--- config.mk ---
export PLATFORM = sky130hd
export DESIGN_NAME = apb_counter_bank_flat
export DESIGN_NICKNAME = d
export VERILOG_FILES = /design/src/rtl/apb_counter_bank_if.sv /design/src/rtl/apb_counter_bank.sv /design/src/flat_wrapper.sv
export SDC_FILE = /design/constraint.sdc
export NUM_CORES = 1
export LEC_CHECK = 0
export BUFFER_PORTS_ARGS = -buffer_cell sky130_fd_sc_hd__buf_2
export CORE_UTILIZATION = 60
export CTS_BUF_LIST = sky130_fd_sc_hd__clkbuf_8
export CTS_CLUSTER_SIZE = 8
export DETAILED_ROUTE_END_ITERATION = 8
export MAX_ROUTING_LAYER = met4
export PLACE_DENSITY = 0.81
export SYNTH_ARGS = -nofsm -noshare
export SYNTH_HDL_FRONTEND = slang
export SYNTH_SLANG_ARGS = --single-unit
export TNS_END_PERCENT = 20
--- constraint.sdc ---
create_clock -name clk -period 6.2 [get_ports clk]
set_clock_uncertainty 0.05 [all_clocks]
set_input_delay 1.24 -clock clk [delete_from_list [all_inputs] [get_ports clk]]
set_output_delay 1.24 -clock clk [all_outputs]
set_load 0.005 [all_outputs]
--- src/rtl/apb_counter_bank_if.sv ---
// apb_counter_bank_if: APB3 bus signals with master and slave views.
interface apb_if #(parameter int ADDR_W = 8);
  logic psel, penable, pwrite, pready, pslverr;
  logic [ADDR_W-1:0] paddr;
  logic [31:0] pwdata, prdata;
  modport master (output psel, penable, pwrite, paddr, pwdata, input prdata, pready, pslverr);
  modport slave (input psel, penable, pwrite, paddr, pwdata, output prdata, pready, pslverr);
endinterface

--- src/rtl/apb_counter_bank.sv ---
// apb_counter_bank: APB3 slave with N_CH software-controlled up-counters (wrap/saturate, sticky overflow).
// Define EVENT_IRQ_EN to add the IRQ_MASK register at 0x84 and the irq output.
module apb_counter_bank #(
  parameter int N_CH = 4,
  parameter int CNT_W = 16,
  parameter int ADDR_W = 8
) (
  input logic clk,
  input logic rst,
  apb_if.slave bus
`ifdef EVENT_IRQ_EN
  ,
  output logic irq
`endif
);
  localparam int CW = N_CH > 1 ? $clog2(N_CH) : 1;
  localparam int AW = ADDR_W - 2;
  typedef enum logic [1:0] {IDLE, SETUP, ACCESS} state_t;
  state_t state, state_nx;
  logic start, wr, is_ch, is_status, is_mask, err, pslverr;
  logic [AW-1:0] wa;
  logic [CW-1:0] ch;
  logic [31:0] rdata, prdata;
  logic [CNT_W-1:0] cnt [N_CH];
  logic [N_CH-1:0] en, wrap, status, mask, ovf, ctrl_wr, w1c;
  assign bus.prdata = prdata;
  assign bus.pslverr = pslverr;
  assign bus.pready = 1'b1;
  assign wa = bus.paddr[ADDR_W-1:2];
  assign ch = wa[CW:1];
  assign is_ch = wa < AW'(2 * N_CH);
  assign is_status = wa == AW'(32);
`ifdef EVENT_IRQ_EN
  assign is_mask = wa == AW'(33);
`else
  assign is_mask = 1'b0;
  assign mask = '0;
`endif
  always_ff @(posedge clk) begin
    if (rst) state <= IDLE;
    else state <= state_nx;
  end
  // The state trails the bus by one edge: SETUP means the bus is in its ACCESS cycle.
  always_comb begin
    state_nx = state == SETUP ? ACCESS : (bus.psel && !bus.penable) ? SETUP : IDLE;
    start = state != SETUP && bus.psel && !bus.penable;
    wr = state == SETUP && bus.psel && bus.penable && bus.pwrite;
    err = !(is_ch || is_status || is_mask) || (bus.pwrite && is_ch && wa[0]);
    rdata = is_ch ? (wa[0] ? 32'(cnt[ch]) : {29'b0, wrap[ch], 1'b0, en[ch]})
          : is_status ? 32'(status) : is_mask ? 32'(mask) : 32'b0;
    w1c = wr && is_status ? bus.pwdata[N_CH-1:0] : '0;
    for (int i = 0; i < N_CH; i++) begin
      ctrl_wr[i] = wr && is_ch && !wa[0] && ch == CW'(i);
      ovf[i] = en[i] && cnt[i] == '1;
    end
  end
  always_ff @(posedge clk) begin
    if (rst) begin
      prdata <= '0;
      pslverr <= 1'b0;
      status <= '0;
      en <= '0;
      wrap <= '0;
      for (int i = 0; i < N_CH; i++) cnt[i] <= '0;
    end else begin
      prdata <= start && !err && !bus.pwrite ? rdata : 32'b0;
      pslverr <= start && err;
      status <= (status & ~w1c) | ovf;
      for (int i = 0; i < N_CH; i++) begin
        if (ctrl_wr[i]) begin
          en[i] <= bus.pwdata[0];
          wrap[i] <= bus.pwdata[2];
        end
        cnt[i] <= ctrl_wr[i] && bus.pwdata[1] ? '0 : !en[i] ? cnt[i]
                : ovf[i] ? (wrap[i] ? '0 : cnt[i]) : cnt[i] + 1'b1;
      end
    end
  end
`ifdef EVENT_IRQ_EN
  always_ff @(posedge clk) begin
    if (rst) begin
      mask <= '0;
      irq <= 1'b0;
    end else begin
      if (wr && is_mask) mask <= bus.pwdata[N_CH-1:0];
      irq <= |(status & mask);
    end
  end
`endif
endmodule

--- src/flat_wrapper.sv ---
// flat-port wrapper written by rule: the top's interface ports become plain ports
module apb_counter_bank_flat 
#(
  parameter int N_CH = 4,
  parameter int CNT_W = 16,
  parameter int ADDR_W = 8
)
  (clk, rst, bus_psel, bus_penable, bus_pwrite, bus_paddr, bus_pwdata, bus_prdata, bus_pready, bus_pslverr);
  apb_if #(.ADDR_W(ADDR_W)) bus_i ();
  input logic clk;
  input logic rst;
  input wire logic [$bits(bus_i.psel)-1:0] bus_psel;
  input wire logic [$bits(bus_i.penable)-1:0] bus_penable;
  input wire logic [$bits(bus_i.pwrite)-1:0] bus_pwrite;
  input wire logic [$bits(bus_i.paddr)-1:0] bus_paddr;
  input wire logic [$bits(bus_i.pwdata)-1:0] bus_pwdata;
  output wire logic [$bits(bus_i.prdata)-1:0] bus_prdata;
  output wire logic [$bits(bus_i.pready)-1:0] bus_pready;
  output wire logic [$bits(bus_i.pslverr)-1:0] bus_pslverr;
  assign bus_i.psel = bus_psel;
  assign bus_i.penable = bus_penable;
  assign bus_i.pwrite = bus_pwrite;
  assign bus_i.paddr = bus_paddr;
  assign bus_i.pwdata = bus_pwdata;
  assign bus_prdata = bus_i.prdata;
  assign bus_pready = bus_i.pready;
  assign bus_pslverr = bus_i.pslverr;
  apb_counter_bank #(.N_CH(N_CH), .CNT_W(CNT_W), .ADDR_W(ADDR_W)) u_core (.clk(clk), .rst(rst), .bus(bus_i));
endmodule
Word level (Yosys, flattened, before mapping)
Memory sizes are Yosys's and may differ from the RTL's.
Index checks and enable logic that the tools add are counted.
- $lt $le $gt $ge: 2
- shifts and indexed selects: 0
- $mul: 0
- muxes and demuxes: 33
- $add $sub $neg: 4
- bitwise logic cells: 8
- div/mod/pow operators: 0
- equal/unequal tests: 10
- reductions and logical operators: 36
- operator list (kind ; number):
    16-bit 2-to-1 mux ; 21
    16-bit by 1-bit adder with 16-bit output, second input constant ; 4
    16-bit == test, second input constant ; 4
    32-bit 2-to-1 mux ; 1
    1-bit logical AND ; 26
    4-bit 2-to-1 mux ; 2
    6-bit == test, second input constant ; 1
    6-bit by 4-bit < comparator with 1-bit output, second input constant ; 1
    1-bit 2-to-1 mux ; 6
    1-bit zero test ; 5
    4-bit AND ; 1
    1-bit binary-select mux with 2-bit select ; 2
    2-bit by 1-bit == test with 1-bit output, second input constant ; 2
    2-bit == test, second input constant ; 2
    4-bit NOT ; 1
    1-bit OR ; 4
    4-bit OR ; 1
    2-bit OR reduction ; 2
    2-bit by 3-bit < comparator with 1-bit output, second input constant ; 1
    2-bit zero test ; 1
    1-bit logical OR ; 2
    2-bit 2-to-1 mux ; 1
    2-bit by 1-bit != test with 1-bit output, second input constant ; 1
    1-bit NOT ; 1
- bits of input ports: 45
- bits in latches: 0
- memories: 1
- RAM bits: 64
- bits in registers: 47
- word-level logic and storage cells: 107
- bits in read-only memories: 0
- memory list (name ; words ; width ; rd ports ; clocked after Yosys merged registers in ; wr ports ; line ; RTL):
    u_core.cnt ; 4 ; 16 ; 5 ; 0 ; 4 ; apb_counter_bank.sv:24 ; logic [CNT_W-1:0] cnt [N_CH];

Longest topological paths before layout
- depth in word-level cells: 10
- depth in mapped cells: 8

Worst setup path before layout
Ideal clock, no wire load.
- path type: input-to-reg
- from: in bus_paddr[7]
- to: mem u_core.cnt[3][11]
- arrival: 2.701 ns
- stages on the path: 6
- buffers on the path: 1
- setup slack: 3.333 ns
- path through: nor3_1 nor4b_2 a41o_1 clkbuf_1 a21oi_1 a31o_2
- RTL lines (what ; line ; RTL):
    start, declared ; flat_wrapper.sv:15 ; input wire logic [$bits(bus_i.paddr)-1:0] bus_paddr;
    end, declared ; apb_counter_bank.sv:24 ;

==> out/qor.yml <==
status:
  status: "finished, final reports clean"
yosys:
  yosysTopAreaCell: "dfxtp_1"
  synth_seq_cells: 95
  synth_top_cells_by_area: "dfxtp_1, mux4_2, nor2_1, nand3_1, nand2_1"
  synth_top_family_by_area: "simple AND/OR/NAND/NOR gates"
  netlist.area_leader.share: 0.3701
  ys_warn_count: 0
  ys_seq_area_frac: 0.3701
  synth-edff-count: 0
  synthAdderAreaFrac: 0.009739
  synthSimpleGateAreaFrac: 0.2557
  synth_compound_area_frac: 0.1673
  synth_cells: 585
  synth_area_um2: 5139
  synthArstFlopShare: 0
  yosysUniqueCellTypes: 68
  synthFlopType: "dfxtp_1"
  synthXorXnorAreaFrac: 0.03068
  avgSynthCellArea_um2: 8.784
  synthMuxAreaShare: 0.1049
job:
  drv_cap: 0
global_route:
  grt_use_total: 0.3152
  grt_max_degree: 25
  grt-ovfl-total: 0
  antenna_found_initial: 0
  first_global_vias: 4172
  grt_pass1_wl_mm: 21.00
timing:
  hold_viol_final: 0
  relSlewSlack: 0.5028
  slew_viol_final: 0
  min_period_over_period: 0.5171
  rsz0062_at_grt: "false"
  worstMarginPinSlew_ps: 742.4
  setup_tns_ps: 0
  finalSetupViolations: 0
  worst_slack_ps: 2994
  clock.fmax_ghz: 0.3119
  finalCriticalPeriod_ps: 3206
placed_design:
  dp_hpwl_mm: 9.516
  portBuffers: 31
  post-place-ws_ps: 2627
  dpl_cell_area_um2: 5233
  gp_congestion: 0.9204
worst_hold_path:
  hold_end: "u_core.status[1]"
  min_path_type: "reg -> reg"
  min_path_cells: 2
  hp-start: "u_core.status[1]"
critical_path:
  reg2reg_depth: 5
  critPathCaptureType: "flop"
  r2r_slack_ps: 3690
  crit_start: "bus_paddr[7]"
  regToRegEndpoint: "u_core.cnt[0][11]"
  path_max_fanout: 15
  worstPathArrival_ps: 3420
  cp-start-kind: "input pin"
  cp.required_ps: 6420
  r2r_start: "u_core.en[0]"
  crit_type: "in -> reg"
clocking:
  cts-root-buf: "clkbuf_8"
  insertion_delay_ps: 380
  cts_buffer_depth: 2
  numCtsBuffers: 9
  cts_hold_buf: 0
  h-tree-depth: 3
  post_cts_resized: 0
  cts_tree: "yes"
  cts_setup_buffers: 0
  clk_pin_slew_ps: 100
  cts.sinks: 95
floorplanning:
  die_area_um2: 8939
  fp.dieH_um: 94.55
  core_um2: 8258
  initial_utilization: 0.6223
  die_w_um: 94.55
  rows: 33
  ios: 79
cells_and_area:
  layout.nets: 647
  syn2layout_area_growth_pct: 5.917
  drive_gt1_frac: 0.1410
  diodes: 0
  finish.utilization: 0.6591
  nFillCells: 687
  final_cell_mix: "dfxtp_1, nor2_1, nand2_1, nand3_1, a21oi_1"
  layout_commonest_cell: "dfxtp_1"
  stdcell_area_um2: 5443
power:
  intPower_mw: 0.8330
  swShare: 0.2554
  p_per_area_nw_per_um2: 205.5
  clock_power_share: 0.393
  power_frac_comb: 0.047
  ir_drop_mv: 0.1117
  netSwitchingPower_mw: 0.2857
  p_leak_nw: 1.834
  seqPwrFrac: 0.561
  p_total_mw: 1.119
detailed_routing:
  vias: 4671
  wl_per_cell_um: 18.47
  avgViaCountPerCell: 6.597
  first_pass_iters: 5
  routed_wl_mm: 13.07
  final_antenna_net_count: 0
  drt_first_iter_violations: 483
  drc: 0
-- area by class of cell --
cell class              instances  area (µm²)  area share
flip-flops and latches         95        1902      0.3494
clock inverters                 7       86.33     0.01586
repair buffers                 32       162.7     0.02989
clock buffers                   9       123.9     0.02276
multi-input cells             446        2984      0.5483
inverters                      14       52.55    0.009655
well taps                     105       131.4     0.02414
-- logic make-up after synthesis --
family | Yosys count
multiplexers | 30
AND/OR/NAND/NOR | 251
buffers and inverters | 59
other | 2
adder cells (fa/ha/maj) | 4
XOR/XNOR | 18
AO/OA/AOI/OAI | 126
flip-flops | 95
-- synth_stat cells (7+ instances only) --
cell type  number
dfxtp_1        95
nor2_1         56
nand2_1        52
nand3_1        40
a21oi_1        35
buf_4          17
clkbuf_1       17
mux4_2         17
nor3_1         17
nand4_1        16
inv_1          14
o21ai_0        14
a31oi_1        13
nor2b_1        13
or3_1          10
xnor2_1        10
a211oi_1        9
and3_1          8
xor2_1          8
buf_2           7
mux2i_1         7
-- critical path, stage by stage --
cell     delay, ps
buf_2          100
nor3_1         530
nor4b_2        310
buf_4          230
a41o_1         570
a21oi_1        160
a22o_1         270
-- metrics by stage --
stage	cells	hold WS, ps
after global placement	692	395.2
final	708	417.0
after global routing	708	429.5
after floorplan	600	374.9
after CTS	708	413.2
after detailed placement	692	398.9
-- per-layer routing --
layer  track usage  share of wire  wire (µm)
met3       0.06119          0.083       1088
met4        0.1250          0.026        337
met1        0.4147           0.42       5539
met5             -              0          0
met2        0.4783           0.47       6108
-- power groups by stage --
stage,registers (mW),logic [mW],clock network [mW]
final,0.627,0.0522,0.439
after global routing,0.628,0.0576,0.469
after CTS,0.626,0.0518,0.444
after detailed placement,0.640,0.0517,0
after global placement,0.640,0.0503,0
after floorplan,0.637,0.0458,0
-- how the worst max path moves through the flow --
stage / slack [ps] / endpoint / cells after the start
floorplan: 3330 / u_core.cnt[3][11] / 6
global route: 2870 / u_core.cnt[2][9] / 7
detailed placement: 2630 / u_core.cnt[2][11] / 7
global placement: 2690 / u_core.cnt[2][9] / 7
CTS: 3020 / u_core.cnt[2][13] / 7
finish: 2990 / u_core.cnt[2][13] / 7
-- flip-flops by register name (all words and copies together) (netlist names) --
signal / flops
u_core.cnt: 64
u_core.bus.prdata: 16
u_core.en: 4
u_core.status: 4
u_core.wrap: 4
u_core.state: 2
u_core.bus.pslverr: 1
(Power assumes the default switching activity.)
